--- src/rtl/mem_stage_pkg.sv ---
// Shared MEM-stage definitions: bus widths, exception codes and bus layouts.
// Latency: n/a (types and constants only).
// Backpressure: n/a.
package mem_stage_pkg;

   localparam int ES_TO_MS_BUS_WD = 87;
   localparam int MS_TO_WS_BUS_WD = 79;
   localparam int MS_FORWARD_WD   = 41;

   localparam logic [5:0] ECODE_INT  = 6'h00;
   localparam logic [5:0] ECODE_PIL  = 6'h01;
   localparam logic [5:0] ECODE_PIS  = 6'h02;
   localparam logic [5:0] ECODE_PIF  = 6'h03;
   localparam logic [5:0] ECODE_PME  = 6'h04;
   localparam logic [5:0] ECODE_PPI  = 6'h07;
   localparam logic [5:0] ECODE_ADE  = 6'h08;
   localparam logic [5:0] ECODE_ALE  = 6'h09;
   localparam logic [5:0] ECODE_SYS  = 6'h0B;
   localparam logic [5:0] ECODE_BRK  = 6'h0C;
   localparam logic [5:0] ECODE_INE  = 6'h0D;
   localparam logic [5:0] ECODE_IPE  = 6'h0E;
   localparam logic [5:0] ECODE_TLBR = 6'h3F;

   // EX -> MEM bus. ld_op bit order: {ld_w, ld_b, ld_bu, ld_h, ld_hu}.
   typedef struct packed {
      logic        mem_req;
      logic [4:0]  ld_op;
      logic [1:0]  addr_lo;
      logic        ex;
      logic [5:0]  ecode;
      logic        esubcode;
      logic        ertn;
      logic        gr_we;
      logic [4:0]  dest;
      logic [31:0] result;
      logic [31:0] pc;
   } es_bus_t;

   // MEM -> WB bus.
   typedef struct packed {
      logic        ertn;
      logic        esubcode;
      logic [5:0]  ecode;
      logic        ex;
      logic        gr_we;
      logic [4:0]  dest;
      logic [31:0] final_result;
      logic [31:0] pc;
   } ws_bus_t;

   // MEM -> ID/EX forwarding and hazard info.
   typedef struct packed {
      logic        load_wait;
      logic        ex_or_ertn;
      logic [31:0] result;
      logic [4:0]  dest;
      logic        gr_we;
      logic        valid;
   } fwd_t;

   function automatic logic is_load(input logic [4:0] op);
      return |op;
   endfunction

endpackage

--- src/rtl/mem_stage_load_align.sv ---
// Load data alignment: picks the addressed byte/half/word and sign- or zero-extends it.
// Latency: purely combinational.
// Backpressure: none.
module load_align (
   input  logic [4:0]  op,
   input  logic [1:0]  addr_lo,
   input  logic [31:0] rdata,
   output logic [31:0] data
);

   logic [7:0]  byte_sel;
   logic [15:0] half_sel;

   // Select the addressed lane, then extend according to the load flavour.
   always_comb begin
      byte_sel = rdata[{addr_lo, 3'b000} +: 8];
      half_sel = rdata[{addr_lo[1], 4'b0000} +: 16];
      data     = rdata;
      if (op[3])      data = {{24{byte_sel[7]}}, byte_sel};
      else if (op[2]) data = {24'h000000, byte_sel};
      else if (op[1]) data = {{16{half_sel[15]}}, half_sel};
      else if (op[0]) data = {16'h0000, half_sel};
   end

endmodule

--- src/rtl/mem_stage.sv ---
// MEM stage: collects the data-SRAM response owed to EX's request, aligns load data, hands it to WB.
// Latency: 0 extra cycles when data_ok lands in the first MEM cycle, otherwise waits for it.
// Backpressure: ms_allowin low while a response is owed or WB stalls; early responses parked in data_buf.
module mem_stage
   import mem_stage_pkg::*;
#(
   parameter int CANCEL_W = 2
) (
   input  logic                       clk,
   input  logic                       reset,
   input  logic                       final_ex,
   input  logic                       back_ertn_flush,
   input  logic                       ws_allowin,
   output logic                       ms_allowin,
   input  logic                       es_to_ms_valid,
   input  logic [ES_TO_MS_BUS_WD-1:0] es_to_ms_bus,
   input  logic                       data_sram_data_ok,
   input  logic [31:0]                data_sram_rdata,
   output logic                       ms_to_ws_valid,
   output logic [MS_TO_WS_BUS_WD-1:0] ms_to_ws_bus,
   output logic [MS_FORWARD_WD-1:0]   ms_forward,
   output logic                       ms_to_es_ex
);

   localparam logic [CANCEL_W:0] CANCEL_MAX = {1'b0, {CANCEL_W{1'b1}}};
   localparam logic [CANCEL_W:0] CANCEL_ONE = {{CANCEL_W{1'b0}}, 1'b1};

   es_bus_t             es_bus;
   es_bus_t             ms_bus;
   ws_bus_t             ws_bus;
   fwd_t                fwd;

   logic                ms_valid;
   logic                got_resp;
   logic                buf_valid;
   logic [31:0]         data_buf;
   logic [CANCEL_W-1:0] cancel_cnt;
   logic [CANCEL_W-1:0] cancel_cnt_next;
   logic [CANCEL_W:0]   cancel_sum;

   logic                flush;
   logic                orphan_ok;
   logic                owned_ok;
   logic                ms_ready_go;
   logic                inc_cur;
   logic                inc_es;
   logic [31:0]         load_src;
   logic [31:0]         load_data;
   logic [31:0]         final_result;

   assign es_bus = es_bus_t'(es_to_ms_bus);
   assign flush  = final_ex | back_ertn_flush;

   // While orphans are pending every data_ok belongs to a cancelled request.
   assign orphan_ok   = data_sram_data_ok & (cancel_cnt != '0);
   assign owned_ok    = data_sram_data_ok & (cancel_cnt == '0) & ms_valid & ms_bus.mem_req & ~got_resp;
   assign ms_ready_go = ~ms_bus.mem_req | got_resp | owned_ok;
   assign ms_allowin  = ~ms_valid | (ms_ready_go & ws_allowin);
   assign ms_to_ws_valid = ms_valid & ms_ready_go;

   // A flush cancels the MEM entry's pending response and any request EX already
   // had accepted: that response is owed whether or not MEM takes the entry this cycle.
   assign inc_cur = ms_valid & ms_bus.mem_req & ~got_resp & ~owned_ok;
   assign inc_es  = es_to_ms_valid & es_bus.mem_req;

   // Stage valid: a flush beats a same-cycle handover from EX.
   always_ff @(posedge clk) begin
      if (reset)           ms_valid <= 1'b0;
      else if (flush)      ms_valid <= 1'b0;
      else if (ms_allowin) ms_valid <= es_to_ms_valid;
   end

   // Bus register loads whenever EX hands over an entry.
   always_ff @(posedge clk) begin
      if (reset)                             ms_bus <= '0;
      else if (ms_allowin && es_to_ms_valid) ms_bus <= es_bus;
   end

   // Response flags: cleared on a new entry, set when the owned response arrives.
   always_ff @(posedge clk) begin
      if (reset || flush) begin
         got_resp  <= 1'b0;
         buf_valid <= 1'b0;
      end else if (ms_allowin) begin
         got_resp  <= 1'b0;
         buf_valid <= 1'b0;
      end else if (owned_ok) begin
         got_resp  <= 1'b1;
         buf_valid <= 1'b1;
      end
   end

   // Park the owned response so a WB stall never loses it.
   always_ff @(posedge clk) begin
      if (reset)         data_buf <= '0;
      else if (owned_ok) data_buf <= data_sram_rdata;
   end

   // Orphan accounting: add cancelled requests on a flush, retire one per orphan response.
   always_comb begin
      cancel_sum = {1'b0, cancel_cnt};
      if (flush) begin
         cancel_sum = cancel_sum + {{CANCEL_W{1'b0}}, inc_cur} + {{CANCEL_W{1'b0}}, inc_es};
      end
      if (orphan_ok) begin
         cancel_sum = cancel_sum - CANCEL_ONE;
      end
      cancel_cnt_next = (cancel_sum > CANCEL_MAX) ? CANCEL_MAX[CANCEL_W-1:0] : cancel_sum[CANCEL_W-1:0];
   end

   // Orphan counter register; more outstanding orphans than it can hold is a design error.
   always_ff @(posedge clk) begin
      if (reset) begin
         cancel_cnt <= '0;
      end else begin
         assert (cancel_sum <= CANCEL_MAX);
         cancel_cnt <= cancel_cnt_next;
      end
   end

   // Same-cycle response passes straight through; later ones come from the buffer.
   always_comb begin
      load_src = 32'h0;
      if (owned_ok)       load_src = data_sram_rdata;
      else if (buf_valid) load_src = data_buf;
   end

   load_align u_load_align (
      .op      (ms_bus.ld_op),
      .addr_lo (ms_bus.addr_lo),
      .rdata   (load_src),
      .data    (load_data)
   );

   assign final_result = is_load(ms_bus.ld_op) ? load_data : ms_bus.result;

   // Assemble the WB and forwarding buses.
   always_comb begin
      ws_bus.ertn         = ms_bus.ertn;
      ws_bus.esubcode     = ms_bus.esubcode;
      ws_bus.ecode        = ms_bus.ecode;
      ws_bus.ex           = ms_bus.ex;
      ws_bus.gr_we        = ms_bus.gr_we;
      ws_bus.dest         = ms_bus.dest;
      ws_bus.final_result = final_result;
      ws_bus.pc           = ms_bus.pc;

      fwd.load_wait  = ms_valid & ms_bus.mem_req & ~ms_ready_go;
      fwd.ex_or_ertn = ms_valid & (ms_bus.ex | ms_bus.ertn);
      fwd.result     = final_result;
      fwd.dest       = ms_bus.dest;
      fwd.gr_we      = ms_bus.gr_we;
      fwd.valid      = ms_valid;
   end

   assign ms_to_ws_bus = ws_bus;
   assign ms_forward   = fwd;
   assign ms_to_es_ex  = ms_valid & (ms_bus.ex | ms_bus.ertn);

endmodule
--- config.mk ---
export PLATFORM = sky130hd
export DESIGN_NAME = mem_stage
export DESIGN_NICKNAME = d
export VERILOG_FILES = /design/src/rtl/mem_stage_pkg.sv /design/src/rtl/mem_stage_load_align.sv /design/src/rtl/mem_stage.sv
export SDC_FILE = /design/constraint.sdc
export NUM_CORES = 1
export LEC_CHECK = 0
export ABC_AREA = 0
export BUFFER_PORTS_ARGS = -buffer_cell sky130_fd_sc_hd__buf_2
export CAP_MARGIN = 20
export CORE_ASPECT_RATIO = 1.25
export CORE_MARGIN = 2
export CORE_UTILIZATION = 43
export CTS_CLUSTER_SIZE = 40
export DETAILED_ROUTE_END_ITERATION = 6
export PLACE_DENSITY = 0.72
export SLEW_MARGIN = 10
export SYNTH_ARGS = -nofsm -noshare
export SYNTH_HDL_FRONTEND = slang
export SYNTH_SLANG_ARGS = --single-unit
--- constraint.sdc ---
create_clock -name clk -period 3.75 [get_ports clk]
set_clock_uncertainty 0.15 [all_clocks]
set_input_delay 0.5625 -clock clk [delete_from_list [all_inputs] [get_ports clk]]
set_output_delay 0.5625 -clock clk [all_outputs]
set_load 0.05 [all_outputs]
==> results of run 1 <==
==> layer usage <==
layer	global-route usage, %	vias to the layer above
met5	0	-
met4	8.86	0
met3	5.43	32
met2	39.5	246
met1	28.9	2995
li1	-	3116
==> placed cells by master, fill, tap and decap left out, drive strengths merged, types with 2 or more instances in the layout <==
cell type,Yosys,final
buf,118,270
nand2,244,244
dfxtp,123,123
a21oi,122,122
a221oi,25,25
a221o,23,23
clkbuf,43,22
o21ai,21,21
a22oi,17,17
a222oi,13,13
a31oi,13,13
nor2,7,7
o221a,6,6
clkinv,0,6
o41ai,6,6
inv,5,5
mux2i,4,4
clkinvlp,0,4
nor3,4,4
or2,4,4
nand2b,3,3
a311oi,3,3
nor2b,2,2
o211ai,2,2
o31ai,2,2
and3,2,2
ha,2,2
and2,2,2
==> cell type report <==
type / count / share of cell area, %
inverters: 5 / 0.240
flip-flops and latches: 123 / 31.5
clock inverters: 11 / 1.20
repair buffers: 271 / 19.1
multi-input cells: 545 / 38.9
clock buffers: 21 / 6.14
well taps: 182 / 2.91
==> sequential cells by signal, summed over array words and instances, names as in the netlist <==
register	count
buf_valid	1
ms_bus	40
ms_valid	1
ms_to_ws_bus	41
data_buf	32
ms_forward	6
cancel_cnt	2
==> what timing repair did <==
| item | 4_1_cts | 5_1_grt |
|---|---|---|
| endpoints found under the hold margin | 0 | 0 |
| gates resized for setup | 0 | 1 |
| buffers inserted | 0 | 2 |
| setup endpoints to repair | 0 | 18 |
==> kinds of logic after synthesis <==
logic type               synth area share (%)
AND/OR/NAND/NOR                          17.1
AO/OA/AOI/OAI                            27.5
buffers and inverters                    15.7
flip-flops                               37.7
multiplexers                             1.13
adder cells (fa/ha/maj)                 0.690
XOR/XNOR                                0.134
==> power groups by stage <==
stage	Sequential, µW	Combinational [µW]	Clock, µW
after detailed placement	1430	900	0
final	1400	901	1580
after global placement	1430	893	0
after floorplan	1420	743	0
after CTS	1400	902	1600
after global routing	1410	957	1660
==> stage by stage <==
step / utilization (%) / instance area [µm²] / setup WS (ps)
5_1_grt: 52.5 / 7820 / 1.91
2_1_floorplan: - / 6520 / 103
3_5_place_dp: 48.3 / 7190 / 221
6_report: 52.5 / 7820 / 119
3_3_place_gp: 48.3 / 7190 / 230
4_1_cts: 52.1 / 7760 / 46.6
==> tightest hold or removal path, delay by kind of cell <==
family / cells / cell delay (ps)
AOI/OAI and AO/OA: 1 / 50
and+or+nand+nor: 1 / 40
buffers and inverters: 1 / 90
==> path summary, 6_finish.rpt <==
kind	start	to	slack, ps
hold reg to reg	ms_to_ws_bus[17]	ms_to_ws_bus[17]	300
hold / removal	es_to_ms_bus[62]	ms_bus[62]	230
setup / recovery	cancel_cnt[0]	ms_to_ws_bus[61]	120
setup reg to reg	cancel_cnt[0]	cancel_cnt[1]	790
==> qor.yml, run 1 <==
clocking:
  cts_hold_buf: 0
  cts-buffers-inserted: 17
  insertion_delay_ps: 410
  root_buffer: "clkbuf_16"
  cts.sinks: 123
  path_clk_slew_ps: 60
  cts_tree: "yes"
  h-tree-depth: 4
  clock_path_buffers: 2
layout:
  multi_input_area_um2: 3050
  n_antenna_cell: 0
  areaGrowthSynthToFinish_pct: 19.9
  drive_above_1_share_pct: 32.5
  num-nets-final: 1092
  finalNonFillerCells: 1158
  regArea_um2: 2460
  filler_cell_count: 1502
critical_path:
  end_kind: "output port"
  crit_family: "compound AO/OA/AOI/OAI gates"
  startpoint_type: "register"
  cp.depth: 8
  crit_type: "reg -> out"
  worst-path-buf-inv: 3
  crit_path_cell_trace: "or3b_1 -> buf_4 -> o311ai_1 -> o211ai_1 -> buf_4 -> o21ai_0 -> a221o_1 -> buf_2"
  cp_data_arrival_time_ps: 2920
  cpPeakStageDelay_ps: 510
  crit_slowest_cell: "or3b_1"
  crit_path_frequent_cell: "buf_4"
  r2r.worst_path.cells: 10
  cp_max_fo: 13
  worstPathRequired_ps: 3040
hold_path:
  holdCritPathClass: "in -> reg"
  hold-path-cell-count: 3
outcome:
  outcome: "completed"
routing:
  drtPass1Iterations: 7
  post_drt_via_cell_ratio: 5.52
  wl_met1_mm: 7.84
  dr.max_layer_used: "met4"
  wl_per_cell_um: 17.0
  num_vias: 6389
  drc: 0
  ant_nets: 0
  dr_wl_met3_mm: 1.24
  route.final.wire_length_mm: 19.7
  drt_iter0_markers: 594
  wl_met2_mm: 10.2
synth:
  yosys_register_bits: 123
  async_flop_share_pct: 0
  yosysTopAreaCell: "dfxtp_1"
  syn_area_um2: 6520
  syn_avg_cell_area_um2: 7.82
  synthTopCellsByCount: "nand2_1, dfxtp_1, a21oi_1, buf_4, clkbuf_1"
  yosysMostFrequentCell: "nand2_1"
  syn-num-nets: 963
  synthCells: 834
  yosysSeqAreaShare_pct: 37.7
  yosysTopAreaCellShare_pct: 37.7
  ys.flop_type: "dfxtp_1"
  synth_edf_count: 0
  synth_warnings: 0
  ys_types: 54
  synthTopCellsByArea: "dfxtp_1, nand2_1, buf_4, a21oi_1, a221o_1"
timing:
  setup_viol: 0
  hold_viol: 0
  worst_slew_pin_slew_ps: 954
  fin_tns_setup_ps: 0
  slew_headroom_pct: 36.4
  final.period_utilization_pct: 96.8
  period_needed_ps: 3630
  rsz0062_at_grt: "false"
  fmax_mhz: 275
  holdWs_ps: 227
  slew_violations: 0
power_and_ir_drop:
  ir_worst_vdd_uv: 280
  power_frac_seq_pct: 36.1
  clkPwrFrac_pct: 40.7
  switchingPower_uw: 1300
  p_leak_uw: 0.00346
  combPwrFrac_pct: 23.2
  switching_share_pct: 33.5
  total_power_uw: 3890
  p_int_uw: 2590
  p_per_area_nw_per_um2: 497
job:
  max-cap-violations: 0
placement:
  dp_hpwl_mm: 13.5
  portBuffers: 248
  gp_congestion: 0.853
  dp_cells: 1123
floorplan:
  dieArea_um2: 16200
  row_count: 50
  die_w_um: 114
  io_pins: 249
  coreArea_um2: 14900
  die_y_um: 142
  initial_core_util_pct: 43.8
global_route:
  antenna_found_initial: 0
  grt-ovfl-total: 0
  grt_max_degree: 88
  grt_pass1_vias: 5771
  grt_pass1_wl_mm: 30.0
  track_usage_pct: 23.4
Note: power is estimated with default switching activity, not from simulation.
==> run 2, diff against run 1 <==
--- a/config.mk
+++ b/config.mk
@@ -8,7 +8,7 @@
 export ABC_AREA = 0
 export BUFFER_PORTS_ARGS = -buffer_cell sky130_fd_sc_hd__buf_2
 export CAP_MARGIN = 20
-export CORE_ASPECT_RATIO = 1.25
+export CORE_ASPECT_RATIO = 0.6
 export CORE_MARGIN = 2
 export CORE_UTILIZATION = 43
 export CTS_CLUSTER_SIZE = 40
==> qor.yml, run 2 (synthesis gave the netlist of run 1 again) <==
outcome:
  outcome: "completed"
global_route:
  track_usage_pct: 26.3  # +2.9 points
  grt_pass1_wl_mm: 32.9  # +9.6%
  antenna_found_initial: 3  # +3
  grt_max_degree: 88  # unchanged
  grt_pass1_vias: 5864  # +1.6%
  grt-ovfl-total: 0  # unchanged
clocking:
  cts-buffers-inserted: 17  # unchanged
  root_buffer: "clkbuf_16"
  cts.sinks: 123  # unchanged
  h-tree-depth: 4  # unchanged
  cts_tree: "yes"
  path_clk_slew_ps: 60  # about the same
  insertion_delay_ps: 410  # about the same
  clock_path_buffers: 2  # unchanged
timing:
  fmax_mhz: 272  # -1.4%
  rsz0062_at_grt: "false"
  final.period_utilization_pct: 98.2  # +1.4 points
  fin_tns_setup_ps: 0  # unchanged
  slew_headroom_pct: 36.0  # -0.37 points
  hold_viol: 0  # unchanged
  period_needed_ps: 3680  # +50.9 ps
  setup_slack_ps: 68.6  # -50.9 ps
  setup_viol: 0  # unchanged
  worst_slew_pin_slew_ps: 959  # +5.52 ps
  slew_violations: 0  # unchanged
  holdWs_ps: 227  # -0.0550 ps
placement:
  dp_hpwl_mm: 15.2  # +13%
  portBuffers: 248  # unchanged
  place_ws_ps: 94.1  # -127 ps
  placed_cell_area_um2: 7250  # +0.91%
  dp_cells: 1141  # +1.6%
  gp_congestion: 0.919  # +7.8%
critical_path:
  end_kind: "output port"
  worstSetupStartpoint: "cancel_cnt[0]"
  worstPathRequired_ps: 3040  # about the same
  cp_max_fo: 25  # +12
  r2r.worst_path.cells: 10  # unchanged
  cp_data_arrival_time_ps: 2970  # +50 ps
  startpoint_type: "register"
  crit_type: "reg -> out"
  reg2reg_from: "cancel_cnt[0]"
routing:
  post_drt_via_cell_ratio: 5.62  # +1.8%
  drc: 0  # unchanged
  num_vias: 6618  # +3.6%
  route.final.wire_length_mm: 21.7  # +10%
  drt_iter0_markers: 802  # +35%
  wl_per_cell_um: 18.4  # +8.3%
  drtPass1Iterations: 6  # -1
  ant_nets: 0  # unchanged
floorplan:
  dieArea_um2: 16200  # +0.16%
  die_w_um: 163  # +43%
  die_y_um: 99.4  # -30%
  io_pins: 249  # unchanged
  initial_core_util_pct: 44.5  # +0.64 points
  row_count: 34  # -32%
  coreArea_um2: 14700  # -1.4%
hold_path:
  holdCritPathClass: "in -> reg"
  hold-path-cell-count: 3  # unchanged
  hold_path.startpoint: "es_to_ms_bus[28]"
power_and_ir_drop:
  p_leak_uw: 0.00351  # +1.4%
  p_per_area_nw_per_um2: 529  # +6.4%
  ir_worst_vdd_uv: 233  # -17%
layout:
  num-nets-final: 1095  # +0.27%
  final_cell_mix: "buf_2, nand2_1, a21oi_1"
  final_area_um2: 7980  # +2.0%
  areaGrowthSynthToFinish_pct: 22.3
  finalNonFillerCells: 1178  # +1.7%
  drive_above_1_share_pct: 33.0  # +0.51 points
  final_common_cell: "buf_2"
  largest_reg_flops: 41  # unchanged
job:
  max-cap-violations: 0  # unchanged
run 2: per-stage QoR:
| stage | utilization [%] | total power [µW] |
|---|---|---|
| 2_1_floorplan | - | 2170 |
| 3_5_place_dp | 49.4 | 2340 |
| 4_1_cts | 54.3 | 4240 |
| 3_3_place_gp | 49.4 | 2340 |
| 6_report | 54.4 | 4220 |
| 5_1_grt | 54.3 | 4380 |
run 2: timing repair:
action / CTS / global route
resized for setup: 1 / 3
cloned: 1 / 0
pin swaps: 3 / 0
setup buffers: 3 / 0
setup endpoints to repair: 25 / 5
hold buffers: 0 / 0
run 2: worst paths after layout:
check / end / slack, ps
worst max register to register: cancel_cnt[1] / 760
worst max-delay path: ms_forward[11] / 70
worst min-delay path: ms_to_ws_bus[28] / 230
worst min register to register: ms_to_ws_bus[77] / 300
run 2: final cells by class:
class / instances / area [µm²]
Antenna cell: 1 / 2.50
Clock buffer: 20 / 467
Clock inverter: 12 / 208
Fill cell: 1432 / 6700
Inverter: 5 / 18.8
Multi-Input combinational cell: 546 / 3070
Sequential cell: 123 / 2460
Tap cell: 198 / 248
Timing Repair Buffer: 273 / 1500
run 2: worst max-delay path, cell delays in order, from the launching register on:
cell and delay [ps]:
dfxtp_1 350, or3b_4 510, nor2_8 250, buf_12 200, a221oi_1 110, o41ai_2 550
o221a_1 300, buf_2 270
run 2: per-layer routing:
metal	GRT usage [%]	wire length (µm)	vias up
met1	37.9	9780	3032
met4	6.81	317	4
met3	12.1	3290	37
met2	35.0	8290	418
met5	0	27	-
li1	-	-	3127
run 2: report_power, final:
part / total (µW) / switching, µW / internal (µW)
Clock: 1890 / 649 / 1240
Combinational: 920 / 676 / 244
Sequential: 1410 / 40.9 / 1370
